$ cat src/rtl/dense_stream_tx.sv
// Feeds the serial dense layer: buffers whole activation vectors in two banks and
// streams them out one element per GAP+1 cycles with a single-cycle valid strobe.
module dense_stream_tx #(
   parameter int D          = 64,
   parameter int DATA_WIDTH = 8,
   parameter int GAP        = 1
) (
   input  logic                         clk,
   input  logic                         rstn,
   input  logic                         valid_i,
   input  logic [D*DATA_WIDTH-1:0]      data_i,
   output logic                         ready_o,
   output logic signed [DATA_WIDTH-1:0] data_o,
   output logic                         valid_o,
   output logic                         last_o,
   output logic [1:0]                   dbg_state
);

   // Handshake: a vector moves on a posedge where valid_i & ready_o are both high;
   // ready_o depends only on buffer occupancy, never on valid_i.

   localparam int CW = (D > 1) ? $clog2(D) : 1;
   localparam int GW = (GAP > 1) ? $clog2(GAP + 1) : 1;
   localparam logic [CW-1:0] LAST_IDX = CW'(D - 1);

   typedef enum logic [1:0] {
      S_IDLE = 2'd0,
      S_EMIT = 2'd1,
      S_GAP  = 2'd2
   } state_t;

   state_t                  state, state_nxt;
   logic [D*DATA_WIDTH-1:0] bank [2];
   logic                    wr_ptr, rd_ptr;
   logic [1:0]              occ;
   logic [CW-1:0]           count;
   logic [GW-1:0]           gap_cnt, gap_nxt;
   logic                    load, load_first;
   logic [CW-1:0]           elem_idx;
   logic [DATA_WIDTH-1:0]   elem;
   logic                    accept, free;

   assign ready_o   = (occ < 2'd2);
   assign accept    = valid_i & ready_o;
   assign last_o    = valid_o & (count == LAST_IDX);
   // The read bank is released on the edge that ends its last element's strobe.
   assign free      = last_o;
   assign dbg_state = state;

   assign elem_idx = load_first ? '0 : count + CW'(1);
   assign elem     = bank[rd_ptr][elem_idx*DATA_WIDTH +: DATA_WIDTH];

   always_comb begin
      state_nxt  = state;
      gap_nxt    = gap_cnt;
      load       = 1'b0;
      load_first = 1'b0;
      case (state)
         S_IDLE: begin
            if (occ != 2'd0) begin
               load       = 1'b1;
               load_first = 1'b1;
               state_nxt  = S_EMIT;
            end
         end
         S_EMIT: begin
            state_nxt = S_GAP;
            gap_nxt   = GW'(GAP);
         end
         S_GAP: begin
            if (gap_cnt == GW'(1)) begin
               if (count != LAST_IDX) begin
                  load      = 1'b1;
                  state_nxt = S_EMIT;
               end else if (occ != 2'd0) begin
                  // occ and rd_ptr already reflect the bank freed after the last strobe
                  load       = 1'b1;
                  load_first = 1'b1;
                  state_nxt  = S_EMIT;
               end else begin
                  state_nxt = S_IDLE;
               end
            end else begin
               gap_nxt = gap_cnt - GW'(1);
            end
         end
         default: state_nxt = S_IDLE;
      endcase
   end

   always_ff @(posedge clk) begin
      if (!rstn) begin
         state   <= S_IDLE;
         gap_cnt <= '0;
         count   <= '0;
         valid_o <= 1'b0;
         data_o  <= '0;
         occ     <= 2'd0;
         wr_ptr  <= 1'b0;
         rd_ptr  <= 1'b0;
      end else begin
         state   <= state_nxt;
         gap_cnt <= gap_nxt;
         valid_o <= load;
         if (load) begin
            data_o <= elem;
            count  <= elem_idx;
         end
         if (accept) wr_ptr <= ~wr_ptr;
         if (free)   rd_ptr <= ~rd_ptr;
         case ({accept, free})
            2'b10:   occ <= occ + 2'd1;
            2'b01:   occ <= occ - 2'd1;
            default: occ <= occ;
         endcase
      end
   end

   // Vector storage needs no reset: occupancy alone decides what is valid.
   always_ff @(posedge clk) begin
      if (rstn && accept) bank[wr_ptr] <= data_i;
   end

endmodule

$ cat config.mk
export PLATFORM = sky130hd
export DESIGN_NAME = dense_stream_tx
export DESIGN_NICKNAME = d
export VERILOG_FILES = /design/src/rtl/dense_stream_tx.sv
export SDC_FILE = /design/constraint.sdc
export NUM_CORES = 1
export LEC_CHECK = 0
export CAP_MARGIN = 15
export CORE_ASPECT_RATIO = 0.75
export CORE_MARGIN = 2
export CORE_UTILIZATION = 50
export DETAILED_ROUTE_END_ITERATION = 6
export MAX_ROUTING_LAYER = met4
export PLACE_DENSITY_LB_ADDON = 0.3
export SYNTH_ARGS = -nofsm -noshare
export SYNTH_HDL_FRONTEND = slang
export SYNTH_SLANG_ARGS = --single-unit
$ cat constraint.sdc
create_clock -name clk -period 30 [get_ports clk]
set_input_delay 6 -clock clk [delete_from_list [all_inputs] [get_ports clk]]
set_output_delay 6 -clock clk [all_outputs]
set_load 0.005 [all_outputs]
# ---- Word-level counts from Yosys, hierarchy flattened
# Memories as Yosys holds them, arrays and structs flattened. A register that Yosys moved wholly into a read port is not among the register bits.
# Cells that the tools add are included.
dict set report totals {
  latchBits 0
  mem_bits_ro 0
  register_bits 22
  memories 1
  mem_bits_rw 1024
}
# memory depth width rd rd_ports_with_merged_regs write_ports line
set memory_table {}
lappend memory_table {bank 2 512 1 1 1 33} ;# logic [D*DATA_WIDTH-1:0] bank [2];
dict set report classes {
  eq_ne 8
  n_reduce_logical 6
  mul 0
  n_addsub 4
  shift 1
  n_mux 20
  order_cmp 1
  n_div 0
  n_bitwise 4
}
# cell count
set op_table {}
lappend op_table {{512-bit by 10-bit indexed part select with 8-bit output} 1}
lappend op_table {{1-bit 2-to-1 mux} 12}
lappend op_table {{6-bit by 1-bit adder with 6-bit output, second input constant} 1}
lappend op_table {{6-bit equality test, second input constant} 1}
lappend op_table {{6-bit 2-to-1 mux} 1}
lappend op_table {{6-bit != test, second input constant} 1}
lappend op_table {{1-bit case mux with 2 select lines} 3}
lappend op_table {{2-bit case mux with 3 select lines} 1}
lappend op_table {{2-bit nonzero test} 3}
lappend op_table {{2-bit by 1-bit equality test with 1-bit output, second input constant} 2}
lappend op_table {{2-bit equality test, second input constant} 2}
lappend op_table {{2-bit 2-to-1 mux} 2}
lappend op_table {{2-bit != test, second input constant} 2}
lappend op_table {{2-bit case mux with 2 select lines} 1}
lappend op_table {{2-bit by 1-bit adder with 2-bit output, second input constant} 1}
lappend op_table {{1-bit bitwise AND} 2}
lappend op_table {{2-bit zero test} 1}
lappend op_table {{2-bit < comparator, second input constant} 1}
lappend op_table {{1-bit NOT} 2}
lappend op_table {{2-bit AND reduction} 1}
lappend op_table {{2-bit by 1-bit subtractor with 2-bit output, second input constant} 1}
lappend op_table {{1-bit logical AND} 1}
lappend op_table {{1-bit subtractor, second input constant} 1}

# ---- Logic depth before layout (Yosys ltp)
dict set report logic_depth {
  word_depth 7
  ltp_mapped 14
  mapped_depth_nobuf 10
}

# ---- Worst setup path before layout
# No wires, ideal clock.
dict set report synth_path {
  kind {input to register}
  startpoint {in valid_i}
  endpoint {mem bank[0][0] (netlist name) (enable)}
  setup_slack_ns 1.115
  path_buffers 0
  setup_ns 1.398
  cell_stages 3
  arrival_ns 27.488
  path_cell_list {nor2b_1 > nand2_1 > nor2_1}
}
dict set report synth_between {
  elab_chain_len 4
}
# element line
set synth_rtl {}
lappend synth_rtl {{from (decl)} 10} ;# input logic valid_i,
lappend synth_rtl {{1-bit bitwise AND} 44} ;# assign accept = valid_i & ready_o;
lappend synth_rtl {{1-bit logical AND} 121} ;# if (rstn && accept) bank[wr_ptr] <= data_i;
lappend synth_rtl {{1-bit 2-to-1 mux} 121}
lappend synth_rtl {{1-bit 2-to-1 mux (implied by the code)} 121}
lappend synth_rtl {{to (decl)} 33}
# Every way passes these cells.

# ---- Final worst setup path
dict set report layout_path {
  startpoint {in rstn}
  endpoint {mem bank[1][186] (netlist name) (enable)}
}
dict set report layout_between {
  elab_chain_len 3
}
# element line
set layout_rtl {}
lappend layout_rtl {{from (decl)} 9} ;# input logic rstn,
lappend layout_rtl {{1-bit logical AND} 121}
lappend layout_rtl {{1-bit 2-to-1 mux} 121}
lappend layout_rtl {{1-bit 2-to-1 mux (implied by the code)} 121}
# Every way passes these cells.

==> impl_results.md <==
* Status: finished clean
* Register area at approximately 31,000 um^2
* Routing usage on met3 at 5.75%
* TritonCTS clock tree: built
* Cts repair resizes at 0
* Antenna violations before repair at 19
* Remaining DRCs at 0
* Placer Congestion at slightly below 0.9
* CTS root buf: clkbuf_16
* Routed Antenna Nets at 0
* Max Cap Violations at 0
* Non-Filler Instances at 3,810
* GR Util met2 at 44.3%
* Die Y at 251 um
* Final setup violation count at 0
* First-pass GRT wire length at between 150 and 200 mm
* Minimum clock period at 9.45 ns
* Die area at between 80,000 and 90,000 um^2
* H-tree depth at 3
* Gate Count Post-Synth at approximately 2,100
* Worst-Margin Slew at about 1.4 ns
* Final Max Tran Viols at 0
* DP Wirelength at 76.4 mm
* CP required at around 30 ns
* Initial Util at 50.5%
* Pwr dens at 67.3 nW/um^2
* Core box area at 80,400 um^2
* CTS Sinks at approximately 1,000
* Final WS setup at 20.55 ns
* Startpoint Class: input pin
* Ys async rst share at 0%
* WL/cell at around 30 um
* Die width at 333 um
* Achievable Freq at ~0.11 GHz
* Final period utilization at 31.5%
* Layout cells sized above 1 at ~15%
* Met1 Use GR at between 30% and 40%
* Worst VDD drop at 0.0448 mV
* Netlist cell types at 72
* Most common flop cell mapped by yosys: edfxtp_1
* Row cnt at 90
* Synth top cells by count: edfxtp_1, mux4_2, nand2_1, mux2i_1, nor2_1
* Inst Count DP at ~3,600
* Synth top area share at about 76%
* Largest cells by area after synthesis: edfxtp_1, mux4_2, nand2_1
* Place WS at 19.95 ns
* Total number of vias at 22,900
* Post-synthesis cell area at 40,600 um^2
* # hold bufs at CTS at 0
* Largest area contributor in the netlist: edfxtp_1
* Area Growth Syn to Fin at 24.0%
* EDFF count, synth at 1,024
* Fillers at 5,635
* Most frequent cell after synthesis: edfxtp_1
* Syn Area/Cell at 19.4 um^2
* Critical path peak fanout at 183
* GR Util All Layers at 27.9%
* Latest clock arrival within the worst-skew pair at 0.66 ns
* Pleak at 0.0161 uW
* Unrepaired setup endpoints after global routing: false
* Max-slew headroom at 9.11%
* Via-per-instance ratio at 6.02
* Setup TNS at 0 ns
* WS Path Type: input pin to register
* Vias in the first global route at 23,800
* Post-Syn Nets at 2,613
* Pin count of the biggest net entering global routing at 191
* Sequential share of the synthesized area at 76.9%
* Global route hottest layer: met2
* Hold WC Path Type: register to register
* GRT overflow at 0
* Clk slew on worst S/H paths at approximately 0.060 ns
* CTS buffer count at 100
* Setup repair bufs after CTS at 0
* Synthesized flop and latch total at roughly 1,000
* Hold Vio Cnt, Final at 0
* Endpoint type of the worst setup path: register
* Final Util at 62.6%
* Total Power at 3390 uW
* Iteration-0 DRC Markers at between 2,000 and 3,000
* Total Wirelength at 112 mm
* I/O Pins at roughly 530
* Maximum buffer depth of the clock tree at 3
* Critical Path AT at ~9.7 ns
* PortBufs at 527
* Area of the multi-input gates at 8910 um^2
* Pre-antenna DRT Iters at 5
* Clock skew at 0.0234 ns
* Fin nets at 3,170
* Ys Warns at 0
sequential cells by signal, summed over array words and instances, names as in the netlist, named ones only:
signal,count
bank,1024
count,6
data_o,8
dbg_state,2
gap_cnt,1
occ,2
rd_ptr,1
valid_o,1
wr_ptr,1
critical path, stage by stage:
cell	delay [ns]
clkdlybuf4s50_1	0.46
buf_4	0.33
and3_4	0.79
buf_12	0.77
buf_4	1.04
logic make-up (layout without fill, tap and decap cells):
kind of cell,count (synthesis),in the layout,share of synthesized area [%]
AOI/OAI and AO/OA,291,291,5.00
and+or+nand+nor,358,358,4.00
buffers and inverters,123,764,1.48
adders and majority gates,6,6,0.185
muxes,259,259,12.3
DFF,1047,1047,76.9
xor gates and xnor gates,8,8,0.173
other,0,19,0
power by group:
group	total (uW)	switching (uW)	internal, uW
Clock	1220	528	694
Combinational	458	258	201
Sequential	1710	21.4	1690
Total	3390	807	2580
metal layers:
layer	share of wire (%)	vias to the layer above
met2	49	1196
met3	9.3	136
met5	0	-
met4	2.2	0
met1	39	11800
li1	-	9814
cell type report:
cell class,instances,area share [%]
antenna,19,0.0944
clock buffer,136,5.38
clock inverter,50,0.897
inverter,8,0.0596
multi-input combinational,922,17.7
sequential,1047,62.0
tap,1058,2.63
timing repair buffer,570,11.3
worst paths after layout:
| kind | slack, ns | start | depth (start not counted) | to |
|---|---|---|---|---|
| hold reg to reg | 0.52 | count[1]$_SDFFE_PN0P_ | 2 | count[1]$_SDFFE_PN0P_ |
| hold / removal | 0.52 | count[1]$_SDFFE_PN0P_ | 2 | count[1]$_SDFFE_PN0P_ |
| setup / recovery | 20.55 | rstn | 5 | bank[1][186]$_DFFE_PP_ |
| setup reg to reg | 24.60 | dbg_state[0]$_SDFFE_PN0P_ | 12 | data_o[3]$_SDFFE_PN0P_ |
layout by cell type, fill, tap and decap left out, drive strengths merged, types with 22 or more instances in the layout:
cell type | synthesis | layout
o22ai | 29 | 29
clkdlybuf4s50 | 0 | 527
a22oi | 24 | 24
edfxtp | 1024 | 1024
nor2 | 56 | 56
clkbuf | 48 | 136
a211oi | 24 | 24
nand2 | 160 | 160
buf | 67 | 43
o21ai | 43 | 43
nand3 | 54 | 54
dfxtp | 23 | 23
mux2i | 57 | 57
a21oi | 47 | 47
clkinv | 0 | 37
a31oi | 22 | 22
mux4 | 191 | 191
per-stage QoR:
stage | hold slack, ns | instance area [um^2]
after CTS | 0.514 | 50300
final | 0.520 | 50400
after floorplan | 0.467 | 40600
after global placement | 0.491 | 47200
after detailed placement | 0.502 | 47200
after global routing | 0.543 | 50400
Note: power is estimated with default switching activity, not from simulation.
